### src/rtl/instr_encoder_loader.sv
// Packs mnemonic + register/immediate fields into MIPS32 words and streams them
// into instruction memory through a small write FIFO during program preload.
module instr_encoder_loader #(
    parameter int AW         = 10,
    parameter int FIFO_DEPTH = 4,
    parameter int MAX_WORDS  = 1024
) (
    input  logic          clk,
    input  logic          rst,
    input  logic          start,
    input  logic [AW-1:0] start_addr,
    input  logic          in_valid,
    output logic          in_ready,
    input  logic          in_last,
    input  logic [5:0]    in_mnem,
    input  logic [4:0]    in_rs,
    input  logic [4:0]    in_rt,
    input  logic [4:0]    in_rd,
    input  logic [4:0]    in_shamt,
    input  logic [25:0]   in_imm,
    input  logic          im_gnt,
    output logic          im_we,
    output logic [AW-1:0] im_addr,
    output logic [31:0]   im_wdata,
    output logic          busy,
    output logic          done,
    output logic [AW:0]   word_cnt,
    output logic          err_illegal,
    output logic [1:0]    fsm_state
);
    localparam int PW  = $clog2(FIFO_DEPTH);
    localparam int CW  = PW + 1;
    localparam int ACW = $clog2(MAX_WORDS + 1);

    typedef enum logic [1:0] {S_IDLE, S_LOAD, S_DRAIN, S_DONE} state_t;
    typedef enum logic [1:0] {K_R, K_I, K_J} kind_t;

    // Handshake: a beat transfers on a rising edge where in_valid && in_ready;
    // in_ready depends only on registered state, never on in_valid.

    state_t          state, state_nxt;
    logic [31:0]     mem [FIFO_DEPTH];
    logic [PW-1:0]   rd_ptr, wr_ptr;
    logic [CW-1:0]   count;
    logic [ACW-1:0]  acc_cnt;
    logic [AW-1:0]   wr_addr;
    logic            fifo_full, fifo_nonempty;
    logic            accept, push, pop, legal;
    kind_t           kind;
    logic [5:0]      op, funct;
    logic            is_shift, is_jr, is_jalr, is_lui;
    logic [4:0]      f_rs, f_rt, f_rd, f_sh;
    logic [31:0]     enc_word;

    always_comb begin
        op    = 6'h00;
        funct = 6'h00;
        kind  = K_R;
        legal = 1'b1;
        case (in_mnem)
            6'd0:  funct = 6'h20;
            6'd1:  funct = 6'h21;
            6'd2:  funct = 6'h22;
            6'd3:  funct = 6'h23;
            6'd4:  funct = 6'h24;
            6'd5:  funct = 6'h25;
            6'd6:  funct = 6'h26;
            6'd7:  funct = 6'h27;
            6'd8:  funct = 6'h2a;
            6'd9:  funct = 6'h2b;
            6'd10: funct = 6'h00;
            6'd11: funct = 6'h02;
            6'd12: funct = 6'h03;
            6'd13: funct = 6'h04;
            6'd14: funct = 6'h06;
            6'd15: funct = 6'h07;
            6'd16: funct = 6'h08;
            6'd17: funct = 6'h09;
            6'd18: begin kind = K_I; op = 6'h08; end
            6'd19: begin kind = K_I; op = 6'h0c; end
            6'd20: begin kind = K_I; op = 6'h0d; end
            6'd21: begin kind = K_I; op = 6'h0a; end
            6'd22: begin kind = K_I; op = 6'h0f; end
            6'd23: begin kind = K_I; op = 6'h23; end
            6'd24: begin kind = K_I; op = 6'h20; end
            6'd25: begin kind = K_I; op = 6'h21; end
            6'd26: begin kind = K_I; op = 6'h24; end
            6'd27: begin kind = K_I; op = 6'h25; end
            6'd28: begin kind = K_I; op = 6'h2b; end
            6'd29: begin kind = K_I; op = 6'h28; end
            6'd30: begin kind = K_I; op = 6'h29; end
            6'd31: begin kind = K_I; op = 6'h04; end
            6'd32: begin kind = K_I; op = 6'h05; end
            6'd33: begin kind = K_J; op = 6'h02; end
            6'd34: begin kind = K_J; op = 6'h03; end
            default: legal = 1'b0;
        endcase
    end

    // Unused fields are zeroed so the encoded word is canonical.
    assign is_shift = (in_mnem == 6'd10) || (in_mnem == 6'd11) || (in_mnem == 6'd12);
    assign is_jr    = (in_mnem == 6'd16);
    assign is_jalr  = (in_mnem == 6'd17);
    assign is_lui   = (in_mnem == 6'd22);
    assign f_rs     = (is_shift || is_lui) ? 5'd0 : in_rs;
    assign f_rt     = (is_jr || is_jalr) ? 5'd0 : in_rt;
    assign f_rd     = is_jr ? 5'd0 : in_rd;
    assign f_sh     = is_shift ? in_shamt : 5'd0;

    always_comb begin
        enc_word = '0;
        case (kind)
            K_R:     enc_word = {6'h00, f_rs, f_rt, f_rd, f_sh, funct};
            K_I:     enc_word = {op, f_rs, f_rt, in_imm[15:0]};
            K_J:     enc_word = {op, in_imm};
            default: enc_word = '0;
        endcase
    end

    assign fifo_full     = (count == CW'(FIFO_DEPTH));
    assign fifo_nonempty = (count != '0);
    assign in_ready      = (state == S_LOAD) && !fifo_full && (acc_cnt < ACW'(MAX_WORDS));
    assign accept        = in_valid && in_ready;
    assign push          = accept && legal;
    // Gated by rst so a reset cycle can never leak a write from a discarded FIFO.
    assign im_we         = fifo_nonempty && im_gnt && !rst;
    assign pop           = im_we;
    assign im_addr       = wr_addr;
    assign im_wdata      = fifo_nonempty ? mem[rd_ptr] : 32'h0;
    assign busy          = (state != S_IDLE);
    assign fsm_state     = state;

    always_ff @(posedge clk) begin
        if (rst) state <= S_IDLE;
        else     state <= state_nxt;
    end

    always_comb begin
        state_nxt = state;
        done      = 1'b0;
        case (state)
            S_IDLE:  if (start) state_nxt = S_LOAD;
            S_LOAD:  if (accept && in_last) state_nxt = S_DRAIN;
            S_DRAIN: if (!fifo_nonempty) state_nxt = S_DONE;
            S_DONE: begin
                done      = 1'b1;
                state_nxt = S_IDLE;
            end
            default: state_nxt = S_IDLE;
        endcase
    end

    always_ff @(posedge clk) begin
        if (push) mem[wr_ptr] <= enc_word;
    end

    always_ff @(posedge clk) begin
        if (rst) begin
            rd_ptr      <= '0;
            wr_ptr      <= '0;
            count       <= '0;
            acc_cnt     <= '0;
            wr_addr     <= '0;
            word_cnt    <= '0;
            err_illegal <= 1'b0;
        end else begin
            if (state == S_IDLE && start) begin
                wr_addr     <= start_addr;
                word_cnt    <= '0;
                err_illegal <= 1'b0;
                acc_cnt     <= '0;
            end else begin
                if (pop) begin
                    wr_addr  <= wr_addr + AW'(1);
                    word_cnt <= word_cnt + (AW+1)'(1);
                end
                if (accept) acc_cnt <= acc_cnt + ACW'(1);
                if (accept && !legal) err_illegal <= 1'b1;
            end
            if (push) wr_ptr <= wr_ptr + PW'(1);
            if (pop)  rd_ptr <= rd_ptr + PW'(1);
            case ({push, pop})
                2'b10:   count <= count + CW'(1);
                2'b01:   count <= count - CW'(1);
                default: count <= count;
            endcase
        end
    end
endmodule

### config.mk
export PLATFORM = sky130hd
export DESIGN_NAME = instr_encoder_loader
export DESIGN_NICKNAME = d
export VERILOG_FILES = /design/src/rtl/instr_encoder_loader.sv
export SDC_FILE = /design/constraint.sdc
export NUM_CORES = 1
export LEC_CHECK = 0
export BUFFER_PORTS_ARGS = -buffer_cell sky130_fd_sc_hd__buf_4
export CORE_MARGIN = 5
export CORE_UTILIZATION = 51
export DETAILED_ROUTE_END_ITERATION = 10
export PLACE_DENSITY_LB_ADDON = 0.12
export SYNTH_ARGS = -nofsm -noshare
export SYNTH_HDL_FRONTEND = slang
export SYNTH_SLANG_ARGS = --single-unit
### constraint.sdc
create_clock -name clk -period 2.2 [get_ports clk]
set_input_delay 0 -clock clk [delete_from_list [all_inputs] [get_ports clk]]
set_output_delay 0 -clock clk [all_outputs]
set_load 0.01 [all_outputs]
==> results of run 1 <==
-- cells in the final DEF, fill, tap and decap left out, drive strengths merged, types with 8 or more instances in the layout --
| cell type | instances |
|---|---|
| nor3 | 13 |
| xnor2 | 21 |
| clkinv | 10 |
| clkbuf | 17 |
| xor2 | 8 |
| ha | 13 |
| nand3 | 9 |
| mux4 | 31 |
| nor2b | 33 |
| a21oi | 12 |
| nor2 | 48 |
| nand2 | 26 |
| dlygate4sd3 | 64 |
| dfxtp | 44 |
| a22o | 21 |
| inv | 14 |
| o21ai | 9 |
| buf | 154 |
| edfxtp | 124 |
| a211oi | 8 |
-- through the flow --
step	cells	utilization	hold WS (ns)	instance area [um2]	power (mW)
2_1_floorplan	551	-	0.164	7590	4.70
3_3_place_gp	853	0.615	0.282	8930	5.41
3_5_place_dp	853	0.615	0.285	8930	5.44
4_1_cts	948	0.698	0.000496	10100	8.45
5_1_grt	950	0.700	0.0278	10200	8.76
6_report	950	0.700	0.0150	10200	8.38
-- routing by layer --
layer | up-vias | share of wire
li1 | 2502 | -
met1 | 2535 | 0.41
met2 | 148 | 0.53
met3 | 21 | 0.046
met4 | 0 | 0.019
met5 | - | 0
-- state kept, by name (all words and copies together), names as in the netlist, named ones only --
signal       flops
im_addr         10
wr_ptr           2
count            3
word_cnt        11
mem            124
rd_ptr           2
acc_cnt         11
err_illegal      1
fsm_state        2
-- final timing paths --
path / from / to / cells past startpoint
worst max-delay path: fsm_state[1]$_SDFFE_PP0P_ / count[2]$_SDFFE_PP0P_ / 11
worst min-delay path: in_imm[14] / mem[1][14]$_DFFE_PP_ / 2
worst max register to register: fsm_state[1]$_SDFFE_PP0P_ / count[2]$_SDFFE_PP0P_ / 11
worst min register to register: err_illegal$_SDFFE_PP0P_ / err_illegal$_SDFFE_PP0P_ / 2
-- kinds of logic after synthesis --
kind of cell	after synthesis	synth area share
simple gates	173	0.122
flops	168	0.608
compound gates	83	0.0854
buf+inv	48	0.0294
mux	34	0.0961
xor+xnor	29	0.0335
fa+ha+maj	15	0.0254
other cells	1	0.000495
-- power groups by stage --
stage,Clock [mW],Sequential (mW),Combinational [mW]
2_1_floorplan,0,3.75,0.952
3_3_place_gp,0,3.74,1.67
3_5_place_dp,0,3.75,1.70
4_1_cts,2.92,3.68,1.84
5_1_grt,3.07,3.70,1.99
6_report,2.87,3.68,1.83
-- critical path, cell delays in order (launching register included) --
cell and delay (ns):
dfxtp_4 0.34, inv_1 0.05, ha_2 0.17, and3b_1 0.18, o211a_2 0.14, inv_1 0.06, ha_2 0.18, inv_1 0.05
fa_2 0.33, xor2_1 0.15, or3_1 0.30, a21oi_1 0.13
-- repair_timing --
item | in CTS | in global routing
setup endpoints to repair | 1 | 15
setup buffers | 0 | 0
pin swaps | 2 | 0
endpoints found under the hold margin | 120 | 3
resized for setup | 1 | 4
hold buffers | 63 | 1
-- final cells by class --
cell class | count | area (um2)
fill | 1037 | 4350
multi-input combinational | 335 | 2790
timing repair buffer | 218 | 1920
sequential | 168 | 4610
clock buffer | 17 | 425
tap | 184 | 230
clock inverter | 15 | 153
antenna | 1 | 2.50
inverter | 12 | 45.0
==> metrics.cfg, run 1 <==
[global_routing]
busiest_layer=met2
grt_use_total=0.200
met1_usage=0.242
grt_max_degree=32
grt_pass1_wl_um=27800
grtUsageMet3=0.0462
grt_pass1_vias=5514
grt_antenna_before_repair=1
use_met2=0.348
overflow=0

[timing]
fin_tns_setup_ns=0
fin_crit_ns=2.15
worst_slack_ns=0.0474
fmax_ghz=0.465
hold_viol=0
fin_crit_sh=0.978
grt_setup_unrepaired=true
drv_slew=0
setup_violations=0
finClkSkew_ns=0.00976
tightest_slew_ns=0.829
max-slew-margin-rel=0.443

[power_and_ir_drop]
seqPwrFrac=0.439
p_sw_mw=2.17
power_frac_comb=0.219
peakVddDrop_mv=0.568
clockPowerShare=0.342
leakage_nw=3.72
p_per_area_nw_per_um2=823
p_sw_frac=0.259
p_int_mw=6.21

[floorplanning]
die-area_um2=17400
die_x_um=132
die_h_um=132
fp-row-count=44
fp.coreArea_um2=14500
start_util=0.521
ios=128

[cts]
cts.htree.levels=4
clk_pin_slew_ns=0.06
cts.sinks=168
max-clock-path-buffers=2
tritoncts=built
numCtsBuffers=17
cts-root-buf=clkbuf_16
insertion_delay_ns=0.42

[placement]
gp_congestion=0.855
io_buffers=126
place_ws_ns=-0.0921
dp_hpwl_um=11300

[yosys]
synth_top_area_frac=0.492
synth_edf_count=124
ys_ff_latch=168
synthTopCellsByCount=edfxtp_1, nor2_1, dfxtp_1
ys_types=65
yosysWarnings=0
synth_ff_type=edfxtp_1
seq_area_frac_synth=0.608
synthArstFlopShare=0
yosysMostFrequentCell=edfxtp_1
synthesis.area_um2=7570
yosys-top-cells-area=edfxtp_1, dfxtp_1, mux4_2
synth_fp_nets=633
yosysTopAreaCell=edfxtp_1
netlist_instances=551
syn_area_per_cell_um2=13.7

[routing]
ant_nets=0
drc_errors=0
drt_iter0_markers=249
dr_total_vias=5206
routed_wl_um=17200
vias_per_cell=5.48
routedWlPerCell_um=18.1
drt_first_pass_iters=4

[critical_path]
path_max_fanout=2
cp-end-kind=register
r2r_slack_ns=0.05
worstSetupPathType=register to register
critPathArrivalTime_ns=2.50
crit_path_start_kind=register
cp.required_ns=2.55

[status]
outcome=finished clean

[finish]
nNetsFinal=834
syn2layout_area_growth_pct=34.4
drive_gt1_frac=0.310

[min_path]
hp-class=primary input to register

[run]
drv_cap=0

(Power assumes the default switching activity.)
==> run 2, diff against run 1 <==
--- a/config.mk
+++ b/config.mk
@@ -7,7 +7,7 @@
 export LEC_CHECK = 0
 export BUFFER_PORTS_ARGS = -buffer_cell sky130_fd_sc_hd__buf_4
 export CORE_MARGIN = 5
-export CORE_UTILIZATION = 51
+export CORE_UTILIZATION = 60
 export DETAILED_ROUTE_END_ITERATION = 10
 export PLACE_DENSITY_LB_ADDON = 0.12
 export SYNTH_ARGS = -nofsm -noshare
==> constraint.sdc (replaced) <==
create_clock -name clk -period 2.7 [get_ports clk]
set_input_delay 0 -clock clk [delete_from_list [all_inputs] [get_ports clk]]
set_output_delay 0 -clock clk [all_outputs]
set_load 0.01 [all_outputs]
==> run 2 against run 1 <==
  * Utilization rose by 9.3 points
  * Fmax fell by 14%
  * Clock skew fell by 0.0015 ns
  * Largest cell class unchanged
  * Combinational power fell by 23%
  * Non-clock buffer count fell by 11
  * Global-route usage rose by 3.4 points
  * Power fell by 21%
  * Critical path type unchanged
==> metrics.cfg, run 2 (synthesis gave the netlist of run 1 again) <==
[finish]
syn2layout_area_growth_pct=31.2
final_common_cell=buf_4
reg_top3=mem (124), acc_cnt (11), word_cnt (11)
nNetsFinal=823
largest_reg_flops=124
antenna_cells=0
drive_gt1_frac=0.279
final_cell_mix=buf_4, edfxtp_1, dlygate4sd3_1
largest_register=mem

[timing]
drv_slew=0
fin_crit_sh=0.926
fin_crit_ns=2.50
fmax_ghz=0.400
whs_ns=0.0337
finClkSkew_ns=0.00823
fin_tns_setup_ns=0
grt_setup_unrepaired=false
setup_violations=0
max-slew-margin-rel=0.496
tightest_slew_ns=0.756
hold_viol=0

[placement]
dp_hpwl_um=10200
gp_congestion=0.800
io_buffers=126

[critical_path]
rr_worst_depth=11
path_max_fanout=7
crit_path_top_delay_cell=fa_1
worstReg2RegEnd=count[2]$_SDFFE_PP0P_
crit_start=fsm_state[1]$_SDFFE_PP0P_
slowest_delay_ns=0.39
worstSetupPathType=register to register
crit_path_end=count[2]$_SDFFE_PP0P_
cp_cell_sequence=inv_1 > ha_1 > and3b_1 > o211a_2 > inv_1 > ha_1 > inv_1 > fa_1 > xor2_1 > or3_1 > a21oi_1
r2r_slack_ns=0.20
cp-end-kind=register
path_depth=11
crit_path_start_kind=register
critPathArrivalTime_ns=2.84
cp.required_ns=3.04
cp_top_family=adder cells
path_buf_inv=3
crit_path_frequent_cell=inv_1
rr_startpoint=fsm_state[1]$_SDFFE_PP0P_

[global_routing]
grt_use_total=0.234
overflow=0
grt_pass1_vias=5389
grt_pass1_wl_um=26900
grt_max_degree=32
grt_antenna_before_repair=0

[cts]
cts-root-buf=clkbuf_16
postCtsSetupRepairBufs=0
max-clock-path-buffers=2
numCtsBuffers=17
clk_pin_slew_ns=0.06
cts.sinks=168
tritoncts=built
insertion_delay_ns=0.41
cts.htree.levels=4

[routing]
vias_per_cell=5.52
drt_iter0_markers=291
routed_wl_um=16500
drt_first_pass_iters=5
ant_nets=0
dr_total_vias=5116
routedWlPerCell_um=17.8
drc_errors=0

[floorplanning]
start_util=0.605
fp.coreArea_um2=12500
die_x_um=122
die_h_um=122
die-area_um2=15000
fp-row-count=41
ios=128

[power_and_ir_drop]
p_total_mw=6.58
leakage_nw=3.62
peakVddDrop_mv=0.546
p_per_area_nw_per_um2=662

[status]
outcome=finished clean

[min_path]
min_path_cells=2
hp-class=primary input to register

[run]
drv_cap=0

-- run 2: cell types whose count changed in the layout (fill, tap and decap cells not counted), moves of 2 or more --
cell and change:
ha_2 -2, inv_6 -2, clkinv_4 -5, buf_4 -8, dlygate4sd3_1 +2, clkbuf_1 +9
buf_12 -5, nor4_1 +2, ha_1 +2
-- run 2: cell type report --
class                      count  area, um2
sequential                   168       4610
multi-input combinational    335       2760
fill                         765       2580
timing repair buffer         207       1780
clock buffer                  27        473
tap                          172        215
clock inverter                 5       48.8
inverter                      12       45.0
-- run 2: how the worst min path moves through the flow --
stage / from / end / slack (ns)
3_5_place_dp: start_addr[6] / im_addr[6]$_SDFFE_PP0P_ / 0.27
3_3_place_gp: start_addr[6] / im_addr[6]$_SDFFE_PP0P_ / 0.27
4_1_cts: in_mnem[5] / mem[0][3]$_DFFE_PP_ / 0.01
5_1_grt: in_imm[0] / mem[3][0]$_DFFE_PP_ / 0.03
6_report: in_mnem[5] / mem[0][3]$_DFFE_PP_ / 0.03
2_1_floorplan: start_addr[6] / im_addr[6]$_SDFFE_PP0P_ / 0.16
-- run 2: through the flow --
stage / instances / util / worst slack [ns] / area [um2]
floorplan: 551 / - / 0.198 / 7570
global placement: 828 / 0.699 / 0.313 / 8750
detailed placement: 828 / 0.699 / 0.175 / 8750
CTS: 926 / 0.794 / 0.120 / 9930
global route: 926 / 0.794 / 0.0661 / 9930
finish: 926 / 0.794 / 0.200 / 9930
-- run 2: repair_timing --
| item | in CTS | in global routing |
|---|---|---|
| gates resized for setup | 0 | 1 |
| hold endpoints to repair | 121 | 0 |
| setup endpoints to repair | 0 | 1 |
| hold buffers | 66 | 0 |
-- run 2: worst register-to-register path, stage by stage, from the launching register on --
cell and delay, ns:
dfxtp_2 0.36, inv_1 0.08, ha_1 0.24, and3b_1 0.22, o211a_2 0.18, inv_1 0.07, ha_1 0.17, inv_1 0.07
fa_1 0.39, xor2_1 0.16, or3_1 0.30, a21oi_1 0.17
-- run 2: routing by layer --
layer | vias up | part of all wire | wire length (um) | GRT usage
met2 | 148 | 0.54 | 8890 | 0.406
met5 | - | 0 | 0 | 0
met1 | 2487 | 0.40 | 6610 | 0.288
met4 | 0 | 0.0091 | 150 | 0.0784
li1 | 2470 | - | - | -
met3 | 11 | 0.053 | 869 | 0.0562
-- run 2: report_power, final --
part | total, mW | internal [mW] | switching [mW]
clock network | 2.16 | 1.29 | 0.879
logic | 1.40 | 0.731 | 0.671
registers | 3.01 | 2.91 | 0.102
total | 6.58 | 4.93 | 1.65
